===== src/rtl/io_port_buffered.sv =====
// Buffered CPU I/O port: an input FIFO filled by an external device and popped by
// the datapath, plus an output FIFO pushed by the datapath and drained externally.
module io_port_buffered #(
    parameter int DATA_W = 32,
    parameter int DEPTH  = 4,
    localparam int AW    = $clog2(DEPTH)
) (
    input  logic              clk,
    input  logic              reset,

    input  logic [DATA_W-1:0] in_data,
    input  logic              in_valid,
    output logic              in_ready,
    input  logic              in_rd,
    output logic [DATA_W-1:0] in_rdata,
    output logic [AW:0]       in_count,

    input  logic              out_wr,
    input  logic [DATA_W-1:0] out_wdata,
    output logic [DATA_W-1:0] out_data,
    output logic              out_valid,
    input  logic              out_ready,
    output logic [AW:0]       out_count,

    output logic              in_unf,
    output logic              out_ovf,
    input  logic              clr_flags
);

    localparam logic [AW-1:0] PTR_INC   = AW'(1);
    localparam logic [AW:0]   CNT_INC   = (AW+1)'(1);
    localparam logic [AW:0]   CNT_FULL  = (AW+1)'(DEPTH);
    localparam logic [AW:0]   CNT_EMPTY = '0;

    // ------------------------------------------------------------------
    // Input FIFO state
    // ------------------------------------------------------------------
    logic [DATA_W-1:0] in_mem [DEPTH];
    logic [AW-1:0]     in_wptr_reg;
    logic [AW-1:0]     in_rptr_reg;
    logic [AW:0]       in_count_reg;
    logic [DATA_W-1:0] in_rdata_reg;
    logic              in_unf_reg;

    logic              in_full;
    logic              in_empty;
    logic              in_push;
    logic              in_pop;
    logic              in_unf_set;

    // ------------------------------------------------------------------
    // Output FIFO state
    // ------------------------------------------------------------------
    logic [DATA_W-1:0] out_mem [DEPTH];
    logic [AW-1:0]     out_wptr_reg;
    logic [AW-1:0]     out_rptr_reg;
    logic [AW:0]       out_count_reg;
    logic              out_ovf_reg;

    logic              out_full;
    logic              out_empty;
    logic              out_push;
    logic              out_pop;
    logic              out_ovf_set;

    // Handshake decode depends only on registered occupancy, so neither in_rd
    // nor out_ready can reach in_ready/out_valid combinationally.
    always_comb begin
        in_full     = (in_count_reg == CNT_FULL);
        in_empty    = (in_count_reg == CNT_EMPTY);
        in_push     = in_valid && !in_full && !reset;
        in_pop      = in_rd && !in_empty && !reset;
        in_unf_set  = in_rd && in_empty;

        out_full    = (out_count_reg == CNT_FULL);
        out_empty   = (out_count_reg == CNT_EMPTY);
        out_pop     = !out_empty && out_ready && !reset;
        // A full FIFO still accepts a word when its head leaves in the same cycle.
        out_push    = out_wr && (!out_full || out_pop) && !reset;
        out_ovf_set = out_wr && out_full && !out_pop;
    end

    // ------------------------------------------------------------------
    // Input FIFO
    // ------------------------------------------------------------------
    always_ff @(posedge clk) begin
        if (in_push) begin
            in_mem[in_wptr_reg] <= in_data;
        end
    end

    always_ff @(posedge clk) begin
        if (reset) begin
            in_wptr_reg  <= '0;
            in_rptr_reg  <= '0;
            in_count_reg <= '0;
            in_rdata_reg <= '0;
        end else begin
            if (in_push) begin
                in_wptr_reg <= in_wptr_reg + PTR_INC;
            end
            // Read data only changes on a real pop; an underflow read keeps the old word.
            if (in_pop) begin
                in_rdata_reg <= in_mem[in_rptr_reg];
                in_rptr_reg  <= in_rptr_reg + PTR_INC;
            end
            case ({in_push, in_pop})
                2'b10:   in_count_reg <= in_count_reg + CNT_INC;
                2'b01:   in_count_reg <= in_count_reg - CNT_INC;
                default: in_count_reg <= in_count_reg;
            endcase
        end
    end

    // ------------------------------------------------------------------
    // Output FIFO
    // ------------------------------------------------------------------
    always_ff @(posedge clk) begin
        if (out_push) begin
            out_mem[out_wptr_reg] <= out_wdata;
        end
    end

    always_ff @(posedge clk) begin
        if (reset) begin
            out_wptr_reg  <= '0;
            out_rptr_reg  <= '0;
            out_count_reg <= '0;
        end else begin
            if (out_push) begin
                out_wptr_reg <= out_wptr_reg + PTR_INC;
            end
            if (out_pop) begin
                out_rptr_reg <= out_rptr_reg + PTR_INC;
            end
            case ({out_push, out_pop})
                2'b10:   out_count_reg <= out_count_reg + CNT_INC;
                2'b01:   out_count_reg <= out_count_reg - CNT_INC;
                default: out_count_reg <= out_count_reg;
            endcase
        end
    end

    // ------------------------------------------------------------------
    // Sticky error flags: a new event wins over a simultaneous clear
    // ------------------------------------------------------------------
    always_ff @(posedge clk) begin
        if (reset) begin
            in_unf_reg  <= 1'b0;
            out_ovf_reg <= 1'b0;
        end else begin
            if (in_unf_set) begin
                in_unf_reg <= 1'b1;
            end else if (clr_flags) begin
                in_unf_reg <= 1'b0;
            end
            if (out_ovf_set) begin
                out_ovf_reg <= 1'b1;
            end else if (clr_flags) begin
                out_ovf_reg <= 1'b0;
            end
        end
    end

    // ------------------------------------------------------------------
    // Outputs
    // ------------------------------------------------------------------
    assign in_ready  = !in_full;
    assign in_rdata  = in_rdata_reg;
    assign in_count  = in_count_reg;
    assign in_unf    = in_unf_reg;

    assign out_valid = !out_empty;
    // Storage is never reset, so the head is masked while empty to keep the bus defined.
    assign out_data  = out_empty ? '0 : out_mem[out_rptr_reg];
    assign out_count = out_count_reg;
    assign out_ovf   = out_ovf_reg;

endmodule


===== config.mk =====
export PLATFORM = sky130hd
export DESIGN_NAME = io_port_buffered
export DESIGN_NICKNAME = d
export VERILOG_FILES = /design/src/rtl/io_port_buffered.sv
export SDC_FILE = /design/constraint.sdc
export NUM_CORES = 1
export LEC_CHECK = 0
export CAP_MARGIN = 0
export CORE_ASPECT_RATIO = 2
export CORE_MARGIN = 2
export CORE_UTILIZATION = 50
export DETAILED_ROUTE_END_ITERATION = 10
export PLACE_DENSITY = 0.87
export SKIP_LAST_GASP = 1
export SLEW_MARGIN = 20
export SYNTH_ARGS = -nofsm -noshare
export SYNTH_HDL_FRONTEND = slang
export SYNTH_SLANG_ARGS = --single-unit

===== constraint.sdc =====
create_clock -name clk -period 2.2 [get_ports clk]
set_input_delay 0.66 -clock clk [delete_from_list [all_inputs] [get_ports clk]]
set_output_delay 0.66 -clock clk [all_outputs]
set_load 0.05 [all_outputs]

---- Word-level counts from Yosys, hierarchy flattened ----
Memories as Yosys holds them, arrays and structs flattened. A register that Yosys moved wholly into a read port is not among the register bits.
Cells that the tools add are included.
cells by class
  $add $sub $neg .......................... 8
  eq/ne operators ......................... 6
  multiplexer cells ....................... 12
  reduce and logical (&&, ||, !) cells .... 24
operator list
  kind                   count
  $mux W32               1
  $pmux W3 S2            2
  $logic_and A1 B1 Y1    11
  $add A2 B1 Y2 const B  4
  $reduce_bool A2 Y1     4
  $mux W1                7
  $add A3 B1 Y3 const B  2
  $eq A3 B3 Y1 const B   2
  $logic_not A1 Y1       6
  $logic_not A3 Y1       2
  $sub A3 B1 Y3 const B  2
  $eq A2 B1 Y1 const B   2
  $eq A2 B2 Y1 const B   2
  $mux W2                2
  $logic_or A1 B1 Y1     1
word-level totals
  flip-flop bits (word level) ............. 16
  bits in writable memories ............... 256
  input port bits ......................... 71
  output and inout port bits .............. 74
  logic and storage cells ................. 60
  memories ................................ 2
memories
  memory   words  bits a word  rd ports  clocked after Yosys merged registers in  wr ports  line  RTL
  in_mem   4      32           1         1                                        1         38    logic [DATA_W-1:0] in_mem [DEPTH];
  out_mem  4      32           1         1                                        1         54    logic [DATA_W-1:0] out_mem [DEPTH];

---- Longest topological paths before layout ----
Gate-level depths: netlist (run 1).
  depth in word-level cells ............... 9
  depth in mapped cells ................... 9
  gate-level depth less buffers ........... 9

---- Least setup slack after synthesis (run 1) ----
OpenSTA, ideal clock, no wires.
  path type ............................... register to register
  start point ............................. register in_count_reg[0], in the netlist in_count[0]
  end point ............................... register in_count_reg[2], in the netlist in_count[2]
  library setup time ...................... 0.070 ns
  arrival ................................. 2.439 ns
  data required time ...................... 2.130 ns
  setup slack ............................. -0.309 ns
  cell stages (with the launch flop) ...... 10
  path buffers ............................ 1
  cell sequence ........................... dfxtp_1 > o31ai_4 > nor2_2 > buf_2 > ha_1 > inv_1 > fa_1 > xor2_1 > or3_1 > a21oi_1
on the way
  longest elaborated chain between the ends .. 6
  elaborated cells between the ends (all ways) .. 14
ends and longest elaborated chain
  item                                                      line  RTL
  start: declaration                                        41    logic [AW:0] in_count_reg;
  start signal: assignment                                  108   2'b10: in_count_reg <= in_count_reg + CNT_INC;
  start signal: assignment                                  109   2'b01: in_count_reg <= in_count_reg - CNT_INC;
  start signal: assignment                                  110   default: in_count_reg <= in_count_reg;
  $logic_not A3 Y1 *                                        70    in_empty = (in_count_reg == CNT_EMPTY);
  $logic_not A1 Y1 *                                        72    in_pop = in_rd && !in_empty && !reset;
  $logic_and A1 B1 Y1 * (2 in series)                       72
  net in_pop                                                48    logic in_pop;
  $eq A2 B1 Y1 / $eq A2 B2 Y1 (equally long branches)       107   case ({in_push, in_pop})
  $pmux W3 S2 / $reduce_bool A2 Y1 (equally long branches)  -
Mark *: on every way through the listed nets, which the timed path passes. The rest lies on a longest branch.
A chain may end at the register's enable or synchronous reset.

==> metrics.csv, run 1 <==
metric;value;unit
status;complete, but fails checks;
violations;setup timing;
setup_viol;33;
tightest_slew;0.902;ns
hold_viol;0;
max-cap-violations;0;
die_y;218;um
start_util;50.8;%
antenna_found_initial;0;
slew_violations;0;
p_sw_share;25.8;%
max_stage_delay;0.50;ns
clk_latency;0.53;ns
routedWlPerCell;23.6;um
drtAntennaViolNets;0;
yosysTopAreaCell;edfxtp_1;
finalSetupTns;-13.31;ns
ir_drop;0.836;mV
end_kind;output port;
syn_to_final_growth;31.3;%
synth_top_area_share;66.8;%
hold_start;in_rdata[29];
seqPwrFrac;48.1;%
drtIter0Drc;293;
die_w;111;um
path_cells;buf_12 > mux4_2 > nor2b_2 > buf_12;
rows;78;
ctsHtreeMaxLevel;1;
path_common_cell;buf_12;
synth.area.top_cells;edfxtp_1, mux4_2, dfxtp_1, a22o_1, nor2b_1;
netlist_area;11500;sq um
p_int;10.2;mW
fin_area;15100;sq um
ys_ff_latch;306;
fin_ws;-0.454;ns
cts_tree;built;
insertedDiodeCount;0;
cp_max_fo;8;
ys_seq_area_share;75.5;%
fin_crit;2.65;ns
drcViolationCount;0;
p_leak;5.24;nW
power.share.clock;31.8;%
cp_data_arrival_time;1.99;ns
finClkSkew;0.0146;ns
clock-sinks;306;
layout-drive-gt1-share;34.6;%
fin_nets;836;
hold_depth;1;
cp-start-kind;flop;
dieArea;24300;sq um
rsz0062_at_grt;yes;
min_path_type;reg -> reg;
grt_pass1_wl;37700;um
via_per_inst;5.69;
ys_warn_count;0;
grt_usage;20.3;%
maxSlewHeadroom;39.7;%
power.density;908;nW/um^2
r2r-end;out_count[2];
first_global_vias;6763;
slowest_stage;mux4_2;
hold_end;in_rdata[29];
syn-num-nets;640;
io_pins;145;
dp_hpwl;15300;um
num_vias;5983;
r2r_start;out_count[1];
grt_start_max_net_pins;34;
place_ws;-0.652;ns
dr.pass1.iters;4;
port_buffers;144;
switchingPower;3.54;mW
r2r_cells;10;
combPwrFrac;20.0;%
synth_cell_types;34;
fmax;0.377;GHz
clkTransAtPathRegs;0.07;ns
clockBufferDepth;3;
gp_congestion;0.747;
wirelength;24900;um
reg2reg_slack;0.05;ns
cts_root_buf;clkbuf_16;
finalCritPeriodShare;121;%
synthCells;557;
place_area;14000;sq um
overflow;0;
crit_type;reg -> out;
core;22600;sq um
numCtsBuffers;25;
avgSynthCellArea;20.7;sq um
required;1.54;ns
[through the flow]
stage	power (mW)	instances	hold WS, ns	util [%]
finish	13.7	1052	0.479	66.7
global route	14.2	1052	0.499	66.7
CTS	13.7	1048	0.480	66.1
detailed placement	9.22	994	0.457	61.8
global placement	9.13	994	0.467	61.8
floorplan	8.21	557	0.481	-
[metal layers]
layer  vias up  part of all wire, %  GRT usage (%)
met5         -                    0              0
met3        68                  6.1           3.55
li1       2617                    -              -
met4         0                  3.6           8.72
met2       268                   57           39.1
met1      3030                   34           21.3
[power by group through the flow]
stage,clock [mW],combinational [mW],sequential (mW)
6_report,4.37,2.75,6.60
5_1_grt,4.68,2.86,6.62
4_1_cts,4.45,2.67,6.60
3_5_place_dp,0,2.49,6.72
3_3_place_gp,0,2.42,6.71
2_1_floorplan,0,1.28,6.93
[critical path, delay by kind of cell, from the launching register on]
| kind | cells | cell delay, ns |
|---|---|---|
| mux | 1 | 0.50 |
| buf+inv | 2 | 0.32 |
| flops | 1 | 0.45 |
| simple gates | 1 | 0.20 |
[cells in the final DEF (no fill, tap or decap), types with 3 or more instances in the layout]
cell,count
a21oi_1,8
a22o_1,32
and2_1,3
and2_2,5
buf_12,47
buf_4,49
buf_6,6
clkbuf_1,7
clkbuf_16,26
clkbuf_8,4
clkdlybuf4s50_1,66
clkinvlp_4,3
dfxtp_1,42
dfxtp_2,3
dfxtp_4,5
dlygate4sd2_1,22
edfxtp_1,256
ha_1,8
inv_1,14
inv_6,3
mux4_1,4
mux4_2,60
nand2b_1,3
nor2_1,15
nor2b_2,6
nor2b_4,27
o21ai_0,4
xor2_1,8
[Yosys cell counts]
cell,count
a21oi_1,8
a22o_1,32
a41oi_1,1
and2_1,8
buf_1,1
buf_12,3
buf_2,8
buf_6,8
clkbuf_1,7
dfxtp_1,50
edfxtp_1,256
fa_1,2
ha_1,10
inv_1,16
mux2_2,1
mux2i_1,1
mux4_1,4
mux4_2,60
nand2b_1,3
nand3_1,2
nor2_1,16
nor2_2,1
nor2b_1,34
nor2b_4,1
nor3_1,3
nor3_2,1
nor3b_1,1
nor4b_1,1
o21ai_0,4
o311ai_0,2
o31ai_1,1
o31ai_4,1
or3_1,2
xor2_1,8
[worst max-delay path by stage]
stage,slack (ns),end,start,depth (start not counted)
global route,-0.51,out_data[31],flop,4
detailed placement,-0.65,in_count[2],reset,9
floorplan,-0.14,in_count[2],in_rd,9
CTS,-0.48,out_data[27],flop,4
finish,-0.45,out_data[31],flop,4
global placement,-0.51,out_count[2],out_ready,10
[repair_timing]
action                                  4_1_cts  5_1_grt
endpoints found under the setup margin       55       36
buffers inserted                              4        4
cloned                                        4        1
pin swaps                                     2        6
endpoints found under the hold margin         0        0
gates resized for setup                      37       28
hold buffers                                  0        0
[area by class of cell]
type                            count  area (sq um)
Fill cell                        1433          7540
Tap cell                          280           350
Clock buffer                       36           707
Multi-Input combinational cell    208          2810
Timing Repair Buffer              196          2370
Inverter                           16          60.1
Sequential cell                   306          8710
Clock inverter                     10          97.6
[cell families after synthesis]
group | count (synthesis) | synth area share (%)
xor gates and xnor gates | 8 | 0.609
DFF | 306 | 75.5
adders and majority gates | 12 | 1.44
and+or+nand+nor | 73 | 3.70
muxes | 66 | 12.8
buffers and inverters | 43 | 2.44
AOI/OAI and AO/OA | 49 | 3.44
No activity file was read; power rests on OpenSTA's default activity.
==> inputs of run 2 (changes only) <==
--- a/config.mk
+++ b/config.mk
@@ -8,9 +8,9 @@
 export CAP_MARGIN = 0
 export CORE_ASPECT_RATIO = 2
 export CORE_MARGIN = 2
-export CORE_UTILIZATION = 50
+export CORE_UTILIZATION = 55
 export DETAILED_ROUTE_END_ITERATION = 10
-export PLACE_DENSITY = 0.87
+export PLACE_DENSITY = 0.9
 export SKIP_LAST_GASP = 1
 export SLEW_MARGIN = 20
 export SYNTH_ARGS = -nofsm -noshare
==> constraint.sdc (replaced) <==
create_clock -name clk -period 2.46 [get_ports clk]
set_input_delay 0.738 -clock clk [delete_from_list [all_inputs] [get_ports clk]]
set_output_delay 0.738 -clock clk [all_outputs]
set_load 0.05 [all_outputs]
==> metrics.csv, run 2 (same netlist as run 1, synthesis figures left out) <==
metric;value;unit;change
drtIter0Drc;333;;+14%
drcViolationCount;0;;unchanged
grt_usage;22.4;%;+2.1 points
cp-start-kind;flop;;
ctsHtreeMaxLevel;1;;unchanged
place_ws;-0.697;ns;-0.0449 ns
setup_viol;33;;unchanged
fin_ws;-0.256;ns;+0.197 ns
die_w;106;um;-4.5%
port_buffers;144;;unchanged
clockBufferDepth;3;;unchanged
overflow;0;;unchanged
cts_root_buf;clkbuf_16;;
slowest_stage;mux4_2;;
tightest_slew;0.927;ns;+0.0253 ns
dr.pass1.iters;4;;unchanged
fin_nets;835;;-0.12%
dieArea;22200;sq um;-8.9%
cp_data_arrival_time;1.98;ns;about the same
grt_start_max_net_pins;35;;+2.9%
clk_latency;0.52;ns;about the same
finClkSkew;0.0109;ns;-0.00366 ns
max-cap-violations;0;;unchanged
gp_congestion;0.739;;-0.99%
fillers;1099;;-23%
syn_to_final_growth;31.2;%;about the same
cts_tree;built;;
power.density;813;nW/um^2;-10%
violations;setup timing;;
hold_viol;0;;unchanged
routedWlPerCell;24.8;um;+4.8%
dp_hpwl;15000;um;-2.0%
p_leak;5.36;nW;+2.4%
min_path_type;reg -> reg;;
regArea;8700;sq um;-0.11%
via_per_inst;5.83;;+2.5%
clkTransAtPathRegs;0.07;ns;about the same
max_stage_delay;0.51;ns;about the same
insertedDiodeCount;0;;unchanged
final_common_cell;edfxtp_1;;
status;complete, but fails checks;;
numCtsBuffers;24;;-4.0%
wirelength;25700;um;+3.2%
required;1.72;ns;+0.18 ns
slew_violations;0;;unchanged
layout-drive-gt1-share;29.5;%;-5.1 points
crit_type;reg -> out;;
end_kind;output port;;
grt_pass1_wl;37200;um;-1.3%
rows;74;;-5.1%
clock-sinks;306;;unchanged
io_pins;145;;unchanged
first_global_vias;6833;;+1.0%
drtAntennaViolNets;0;;unchanged
ir_drop;0.749;mV;-10%
die_y;209;um;-4.6%
fin_crit;2.72;ns;
maxSlewHeadroom;38.1;%;-1.7 points
num_vias;6040;;+0.95%
rsz0062_at_grt;yes;;
path_cells;clkbuf_16 > mux4_2 > nor2b_4 > buf_12;;
fmax;0.368;GHz;
core;20500;sq um;-9.6%
start_util;56.2;%;+5.4 points
cp_max_fo;8;;unchanged
finalCritPeriodShare;110;%;
multi_input_area;2800;sq um;-0.18%
antenna_found_initial;0;;unchanged
final_cell_mix;edfxtp_1, clkdlybuf4s50_1, mux4_2, buf_12, dfxtp_1;;
power;12.3;mW;-11%
## run 2: cell types whose count changed in the layout (fill, tap and decap cells not counted), moves of 5 or more
| cell | change |
|---|---|
| clkdlybuf4s50_1 | +10 |
| dlymetal6s2s_1 | +8 |
| and2_1 | +5 |
| nor2b_4 | +6 |
| buf_4 | -16 |
| nor2b_2 | -6 |
| clkinv_1 | +6 |
| and2_2 | -5 |
## run 2: final timing paths
path                              startpoint            to  slack (ns)  depth (start not counted)
worst max-delay path                    flop  out_data[12]       -0.26                          4
worst min-delay path            in_rdata[13]  in_rdata[13]        0.48                          1
worst max register to register   in_count[2]   in_count[2]        0.18                          9
worst min register to register  in_rdata[13]  in_rdata[13]        0.48                          1
## run 2: cell type report
| class | count | area share, % |
|---|---|---|
| inverters | 16 | 0.414 |
| clock buffers | 31 | 4.29 |
| flip-flops and latches | 306 | 57.6 |
| multi-input cells | 208 | 18.6 |
| clock inverters | 13 | 0.879 |
| repair buffers | 196 | 16.0 |
| well taps | 266 | 2.21 |
## run 2: power breakdown
group          switching [mW]  internal (mW)  total (mW)
clock network            1.69           2.18        3.87
logic                    1.31           1.18        2.49
registers               0.110           5.81        5.92
total                    3.11           9.16        12.3
## run 2: critical path, delay by kind of cell (launching register included)
| kind | cells | cell delay, ns |
|---|---|---|
| buffers and inverters | 2 | 0.35 |
| DFF | 1 | 0.44 |
| muxes | 1 | 0.51 |
| and+or+nand+nor | 1 | 0.15 |
## run 2: routing by layer
layer  track usage, %  vias up  part of all wire, %
met1             23.4     3090                   32
met2             44.2      290                   59
li1                 -     2603                    -
met4             8.12        0                  3.1
met5                0        -                    0
met3             3.07       57                  5.3
## run 2: what timing repair did
action,in CTS,in global routing
resized for setup,63,53
setup buffers,2,7
pin swaps,0,2
cloned,3,3
setup endpoints to repair,59,44
endpoints found under the hold margin,0,0
hold buffers,0,0
## run 2: stage by stage
step	setup TNS [ns]	instances	hold WS, ns	utilization (%)	area [sq um]
floorplan	-2.64	557	0.481	-	11500
global placement	-3.75	980	0.466	67.6	13800
detailed placement	-24.99	980	0.466	67.6	13800
CTS	-9.03	1029	0.484	72.5	14800
global route	-9.13	1036	0.497	73.8	15100
finish	-7.47	1036	0.479	73.8	15100
